[src/rtl/ov7670_capture.sv]
// rtl/ov7670_capture.sv - OV7670 PCLK-domain capture: RGB444 byte pairs to 12-bit FIFO writes
// Skips start-up frames, then packs pixels and flags overflow and line/frame geometry errors.
module ov7670_capture #(
  parameter int SKIP_FRAMES = 2,
  parameter int H_PIXELS    = 640,
  parameter int V_LINES     = 480
) (
  input  logic        clk,
  input  logic        rst_n,
  input  logic        cam_vsync,
  input  logic        cam_href,
  input  logic [7:0]  cam_data,
  input  logic        full_fifo,
  output logic        wr_en,
  output logic [11:0] dout,
  output logic        frame_done,
  output logic        overflow,
  output logic        geom_err
);

  typedef enum logic [1:0] {ST_SKIP, ST_SYNC, ST_CAPTURE} state_t;

  localparam int SKIP_W    = (SKIP_FRAMES > 1) ? $clog2(SKIP_FRAMES) : 1;
  localparam int SKIP_LAST = (SKIP_FRAMES > 0) ? SKIP_FRAMES - 1 : 0;
  localparam state_t RST_STATE = (SKIP_FRAMES == 0) ? ST_SYNC : ST_SKIP;
  localparam logic [10:0] X_EXP = 11'(H_PIXELS);
  localparam logic [9:0]  Y_EXP = 10'(V_LINES);

  logic              vsync_q, vsync_p_q, href_q, href_p_q;
  logic [7:0]        data_q;
  state_t            state_q, state_d;
  logic [SKIP_W-1:0] skip_cnt_q, skip_cnt_d;
  logic [10:0]       x_q, x_d, x_inc;
  logic [9:0]        y_q, y_d, y_inc, y_line;
  logic              phase_q, phase_d;
  logic [3:0]        r_q, r_d;
  logic [11:0]       dout_q, dout_d;
  logic              wr_en_q, wr_en_d;
  logic              frame_done_q, frame_done_d;
  logic              overflow_q, overflow_d;
  logic              geom_err_q, geom_err_d;
  logic              vs_rise, vs_fall, href_fall;

  assign vs_rise   = vsync_q & ~vsync_p_q;
  assign vs_fall   = ~vsync_q & vsync_p_q;
  assign href_fall = href_p_q & ~href_q;
  // Saturating counters: a runaway line or frame still mismatches instead of wrapping
  assign x_inc = (x_q == 11'h7FF) ? x_q : x_q + 11'd1;
  assign y_inc = (y_q == 10'h3FF) ? y_q : y_q + 10'd1;

  always_comb begin
    state_d      = state_q;
    skip_cnt_d   = skip_cnt_q;
    x_d          = x_q;
    y_d          = y_q;
    y_line       = y_q;
    phase_d      = phase_q;
    r_d          = r_q;
    dout_d       = dout_q;
    wr_en_d      = 1'b0;
    frame_done_d = 1'b0;
    overflow_d   = overflow_q;
    geom_err_d   = geom_err_q;
    case (state_q)
      ST_SKIP: begin
        if (vs_rise) begin
          if (skip_cnt_q == SKIP_W'(SKIP_LAST)) begin
            state_d    = ST_SYNC;
            skip_cnt_d = '0;
          end else begin
            skip_cnt_d = skip_cnt_q + SKIP_W'(1);
          end
        end
      end
      ST_SYNC: begin
        if (vs_fall) begin
          x_d     = '0;
          y_d     = '0;
          phase_d = 1'b0;
          state_d = ST_CAPTURE;
        end
      end
      ST_CAPTURE: begin
        if (href_fall) begin
          if (x_q != X_EXP || phase_q) geom_err_d = 1'b1;
          y_line  = y_inc;
          y_d     = y_inc;
          x_d     = '0;
          phase_d = 1'b0;
        end else if (href_q && !vs_rise) begin
          if (!phase_q) begin
            r_d     = data_q[3:0];
            phase_d = 1'b1;
          end else begin
            if (!full_fifo) begin
              dout_d  = {r_q, data_q};
              wr_en_d = 1'b1;
            end else begin
              overflow_d = 1'b1;
            end
            x_d     = x_inc;
            phase_d = 1'b0;
          end
        end
        // Frame end sees the y already bumped by a coincident line end
        if (vs_rise) begin
          frame_done_d = 1'b1;
          if (y_line != Y_EXP) geom_err_d = 1'b1;
          state_d = ST_SYNC;
        end
      end
      default: state_d = RST_STATE;
    endcase
  end

  always_ff @(posedge clk or negedge rst_n) begin
    if (!rst_n) begin
      vsync_q      <= 1'b0;
      vsync_p_q    <= 1'b0;
      href_q       <= 1'b0;
      href_p_q     <= 1'b0;
      data_q       <= '0;
      state_q      <= RST_STATE;
      skip_cnt_q   <= '0;
      x_q          <= '0;
      y_q          <= '0;
      phase_q      <= 1'b0;
      r_q          <= '0;
      dout_q       <= '0;
      wr_en_q      <= 1'b0;
      frame_done_q <= 1'b0;
      overflow_q   <= 1'b0;
      geom_err_q   <= 1'b0;
    end else begin
      vsync_q      <= cam_vsync;
      vsync_p_q    <= vsync_q;
      href_q       <= cam_href;
      href_p_q     <= href_q;
      data_q       <= cam_data;
      state_q      <= state_d;
      skip_cnt_q   <= skip_cnt_d;
      x_q          <= x_d;
      y_q          <= y_d;
      phase_q      <= phase_d;
      r_q          <= r_d;
      dout_q       <= dout_d;
      wr_en_q      <= wr_en_d;
      frame_done_q <= frame_done_d;
      overflow_q   <= overflow_d;
      geom_err_q   <= geom_err_d;
    end
  end

  assign wr_en      = wr_en_q;
  assign dout       = dout_q;
  assign frame_done = frame_done_q;
  assign overflow   = overflow_q;
  assign geom_err   = geom_err_q;

endmodule

[config.mk]
export PLATFORM = sky130hd
export DESIGN_NAME = ov7670_capture
export DESIGN_NICKNAME = d
export VERILOG_FILES = /design/src/rtl/ov7670_capture.sv
export SDC_FILE = /design/constraint.sdc
export NUM_CORES = 1
export LEC_CHECK = 0
export CORE_MARGIN = 8
export CORE_UTILIZATION = 60
export DETAILED_ROUTE_END_ITERATION = 10
export GPL_TIMING_DRIVEN = 0
export HOLD_SLACK_MARGIN = 0.05
export PLACE_DENSITY = 0.87
export SLEW_MARGIN = 10
export SYNTH_ARGS = -nofsm -noshare
export SYNTH_HDL_FRONTEND = slang
export SYNTH_SLANG_ARGS = --single-unit
[constraint.sdc]
create_clock -name clk -period 2.81 [get_ports clk]
set_input_delay 0.562 -clock clk [delete_from_list [all_inputs] [get_ports clk]]
set_output_delay 0.562 -clock clk [all_outputs]
set_load 0.02 [all_outputs]
# [Word level (Yosys, flattened, before mapping)]
# Cells that the tools add are included.
[totals] register_bits=57 out_inout_bits=16 in_bits=13
[op_classes] eq_ne=13 reduce_logical=13 addsub=3 mux=33 n_bitwise=9
[op_table] cell="$mux 11" count=5
[op_table] cell="$mux 10" count=4
[op_table] cell="$pmux 11 s2" count=1
[op_table] cell="$pmux 10 s2" count=1
[op_table] cell="$mux 1" count=16
[op_table] cell="$reduce_and 5->1" count=3
[op_table] cell="$add 11x1->11 const B" count=1
[op_table] cell="$eq 11x11->1 const B" count=1
[op_table] cell="$ne 11x10->1 const B" count=1
[op_table] cell="$add 10x1->10 const B" count=1
[op_table] cell="$eq 10x10->1 const B" count=1
[op_table] cell="$ne 10x9->1 const B" count=1
[op_table] cell="$ne 3x3->1 const B" count=3
[op_table] cell="$mux 2" count=4
[op_table] cell="$ne 2x2->1 const B" count=4
[op_table] cell="$reduce_and 4->1" count=2
[op_table] cell="$not 1->1" count=6
[op_table] cell="$pmux 2 s3" count=1
[op_table] cell="$reduce_and 2->1" count=2
[op_table] cell="$and 1x1->1" count=3
[op_table] cell="$reduce_and 3->1" count=1
[op_table] cell="$eq 2x1->1 const B" count=1
[op_table] cell="$eq 2x2->1 const B" count=1
[op_table] cell="$logic_not 2->1" count=1
[op_table] cell="other kinds (6)" count=6

# [Longest topological paths before layout]
[logic_depth] ltp_word=7 mapped_depth=7

# [Worst setup path after synthesis]
# Ideal clock, no wire load.
[synth_timing] kind="register to register" from="register x_q[0]" to="register x_q[5]" path_buffers=0 t_arrival_ps=1659 required_ps=2730 setup_slack_ps=1071 setup_ps=80 period_less_slack_ps=1739 path_stages_with_launch=7 path_cell_list="dfrtp_1 -> ha_1 -> and3_2 -> nand4_1 -> a21oi_1 -> or4_1 -> a21oi_1"
[synth_via] elab_chain_len=6 word_cells_on_any_way=9 classes_between="add/sub: 1; eq/ne: 2; mux: 5; reduce/logical: 1"
[synth_rtl] element="start, declared" line_no="33" rtl="logic [10:0] x_q, x_d, x_inc;"
[synth_rtl] element="start signal, assigned" line_no="125" rtl="x_q <= '0;"
[synth_rtl] element="start signal, assigned" line_no="142" rtl="x_q <= x_d;"
[synth_rtl] element="$add 11x1->11" line_no="48" rtl="assign x_inc = (x_q == 11'h7FF) ? x_q : x_q + 11'd1;"
[synth_rtl] element="$mux 11" line_no="48"
[synth_rtl] element="$mux 11" line_no="91" rtl="if (!phase_q) begin"
[synth_rtl] element="$mux 11" line_no="90" rtl="end else if (href_q && !vs_rise) begin"
[synth_rtl] element="$mux 11" line_no="84" rtl="if (href_fall) begin"
[synth_rtl] element="$pmux 11 s2" line_no="64" rtl="case (state_q)"
# Parallel ways exist; a longest one is shown, timed or not. The select of a mux whose other input is x is not followed.
# A chain may end at the register's enable or synchronous reset.

# [Final worst setup path]
[layout_timing] from="register x_q[0]" to="register x_q[3]"
# Same word-level chain as after synthesis.

==> metrics.md <==
| Metric | Value |
|---|---|
| RSZ-0062 raised after global routing | `false` |
| Antenna cells | `0` |
| Post-DRT Antenna Nets | `0` |
| F_max | `498 MHz` |
| Inserted Clock Buffers | `9` |
| Worst slew pin tran | `0.787 ns` |
| Final Hold Fails | `0` |
| Initial Util | `0.615` |
| Compound-Gate Fraction of Synth Area | `0.159` |
| Main combinational cell family by area after synthesis | `simple AND/OR/NAND/NOR gates` |
| Die width | `82.6 µm` |
| Total negative slack | `0 ns` |
| Reg-to-reg startpoint | `x_q[0]$_DFFE_PN0P_` |
| Post-synth EDFFs | `0` |
| CP max FO | `10` |
| CP peak stage delay | `0.43 ns` |
| Clock sink count | `57` |
| Critical path launch point type | `flip-flop` |
| CP delay by family, top | `compound AO/OA/AOI/OAI gates` |
| Worst Hold Class | `in2async` |
| Synth async-reset ratio | `1.00` |
| Gpl congestion | `0.957` |
| CTS clk-pin slew, worst paths | `0.07 ns` |
| # IOs | `29` |
| Pin count of the biggest net entering global routing | `32` |
| Die area | `6820 µm²` |
| Port bufs | `28` |
| XOR/XNOR Fraction of Synth Area | `0.00659` |
| Leakage | `0.00137 µW` |
| # Post-CTS Setup Buffers | `0` |
| Most used DFF post-synth | `dfrtp_1` |
| Synth Area per Inst | `10.7 µm²` |
| Share of the synthesized area in the top cell type | `0.536` |
| CP bufs+invs | `1` |
| Most frequent CP cell | `a21oi_1` |
| GRT Util Overall | `0.191` |
| Mux cell area share after synthesis | `0.0677` |
| Post-Layout Cell Count | `345` |
| Status | `completed` |
| Number of cells on the critical path | `7` |
| Syn_nets | `264` |
| Post-synth top area cell | `dfrtp_1` |
| Critical path type | `reg2reg` |
| Area of the core | `~4300 µm²` |
| Cell Pwr Density | `746 nW/µm²` |
| Placed Cells | `329` |
| CTS Hold Buffers Added | `0` |
| Period Utilization, post-route | `0.715` |
| Drt wl/cell | `17.1 µm` |
| Maxcap violations | `0` |
| Core Util, Final | `0.740` |
| Crit-path cells | `ha_1, and3_2, nand4_1, a21oi_1, buf_4, o31ai_1, a21oi_1` |
| Max-slew violation count | `0` |
| Max-slew headroom at the worst pin | `0.470` |
| R2R depth | `7` |
| Synth warn | `0` |
| Resized Gates After CTS | `0` |
| Routed Wire Length | `5890 µm` |
| CP Capture Type | `flip-flop` |
| Clock tree buffer depth | `2` |
| H-tree Lvls | `3` |
| Setup slack, reg-to-reg | `0.80 ns` |
| CTS tree | `yes` |
| Area contributors post-synth | `dfrtp_1, mux2_2, a21oi_1, o21ai_0, nand3_1` |
| Worst path slowest cell | `a21oi_1` |
| Hold Slack | `0.268 ns` |
| Synth unique cells | `46` |
| Reg-to-Reg End | `x_q[3]$_DFFE_PN0P_` |
| Register area share after synthesis | `0.536` |
| Total gr overflow | `0` |
| DP Wirelength | `just over 4000 µm` |
| Drt pass-1 iters | `4` |
| WP data arrival | `2.26 ns` |
| 1st-iter DRT viols | `147` |
| Synthesized netlist cell count | `248` |
| Post-synthesis adder-cell area fraction | `0.0141` |
| Area share of and/or/nand/nor cells after synthesis | `0.186` |
| Root buf cell | `clkbuf_8` |
| Vias | `2139` |
| DP Area | `about 3000 µm²` |
| First-pass GRT wire length | `9800 µm` |
| Clock network latency to the later pin of the worst-skew pair | `0.34 ns` |
| Remaining DRCs | `0` |
| Layout cells sized above 1 | `0.157` |
| Peak VDD IR | `498 µV` |
| Post-route design area | `roughly 3200 µm²` |
| Synthesized flop and latch total | `57` |
| Initial antenna violation count | `0` |
| Worst Path Required | `3.06 ns` |
| Mapped Area | `~2700 µm²` |
| Final setup fails | `0` |
| Clk_skew | `0.00864 ns` |
| Synth-to-layout area growth | `20.4%` |
| Row count | `24` |
| DIE HEIGHT | `82.6 µm` |
| Tmin final | `2.01 ns` |
| Final #Nets | `304` |
| Routed vias/inst | `around 6.2` |
| Vias in the first global route | `2110` |
## cell type report
cell class / count / area, µm²
inverter: 7 / 26.3
timing repair buffer: 29 / 295
fill: 311 / 1120
sequential: 57 / 1430
tap: 52 / 65.1
buffer: 10 / 53.8
multi-input combinational: 174 / 1150
clock inverter: 6 / 43.8
clock buffer: 10 / 138
## worst register-to-register path, stage by stage (launching register included)
cell and delay [ns]:
dfrtp_1 0.42, ha_1 0.22, and3_2 0.23, nand4_1 0.11, a21oi_1 0.43, buf_4 0.27, o31ai_1 0.09, a21oi_1 0.15
## cell usage after synthesis (all sizes together), types with 2 or more instances
library cell and count:
dfrtp 57, a21oi 20, o21ai 18, nand3 17
mux2 16, nand2 12, nor2 12, o31ai 9
buf 8, and3 7, inv 7, nand4 7
nand2b 5, nor2b 5, or4 5, a31oi 4
and4 4, ha 3, o41ai 3, a21o 2
a22oi 2, a32o 2, clkbuf 2, nor3 2
o21bai 2, xor2 2
## worst max path at each step
stage,startpoint,endpoint,slack (ns)
floorplan,x_q[0]$_DFFE_PN0P_,x_q[5]$_DFFE_PN0P_,1.07
global placement,rst_n,data_q[3]$_DFF_PN0_,-0.55
detailed placement,full_fifo,dout[5]$_DFFE_PN0P_,0.76
CTS,x_q[0]$_DFFE_PN0P_,x_q[3]$_DFFE_PN0P_,0.81
global route,href_q$_DFF_PN0_,x_q[6]$_DFFE_PN0P_,0.62
finish,x_q[0]$_DFFE_PN0P_,x_q[3]$_DFFE_PN0P_,0.80
## sequential cells by signal (all words and copies together), names as in the netlist
register    flops
overflow        1
data_q          8
x_q            11
vsync_p_q       1
skip_cnt_q      1
phase_q         1
frame_done      1
r_q             4
vsync_q         1
wr_en           1
dout           12
href_q          1
y_q            10
state_q         2
href_p_q        1
geom_err        1
## cell usage in the layout, fill, tap and decap left out, drive strengths merged, types with 9 or more instances in the layout
cell,Yosys,routed
dfrtp,57,57
clkdlybuf4s50,0,27
a21oi,20,20
o21ai,18,18
nand3,17,17
mux2,16,16
nor2,12,12
nand2,12,12
clkbuf,2,12
buf,8,10
o31ai,9,9
## metal layers
metal,up-vias,track usage,routed length (µm)
met2,64,0.301,3040
li1,1012,-,-
met3,9,0.0563,320
met4,0,0.110,83
met5,-,0,0
met1,1054,0.229,2450
## power by group
group,switching [µW],internal (µW)
combinational,343,293
sequential,109,966
clock,336,342
## cell families after synthesis
logic type | Yosys count
and+or+nand+nor | 85
AOI/OAI and AO/OA | 68
DFF | 57
buffers and inverters | 17
muxes | 16
adders and majority gates | 3
xor gates and xnor gates | 2
## stage by stage
step	power [µW]	setup slack, ns
after global routing	2510	0.624
after global placement	1690	-0.548
final	2390	0.802
after floorplan	1440	1.07
after detailed placement	1720	0.762
after CTS	2410	0.810
(Power assumes the default switching activity.)
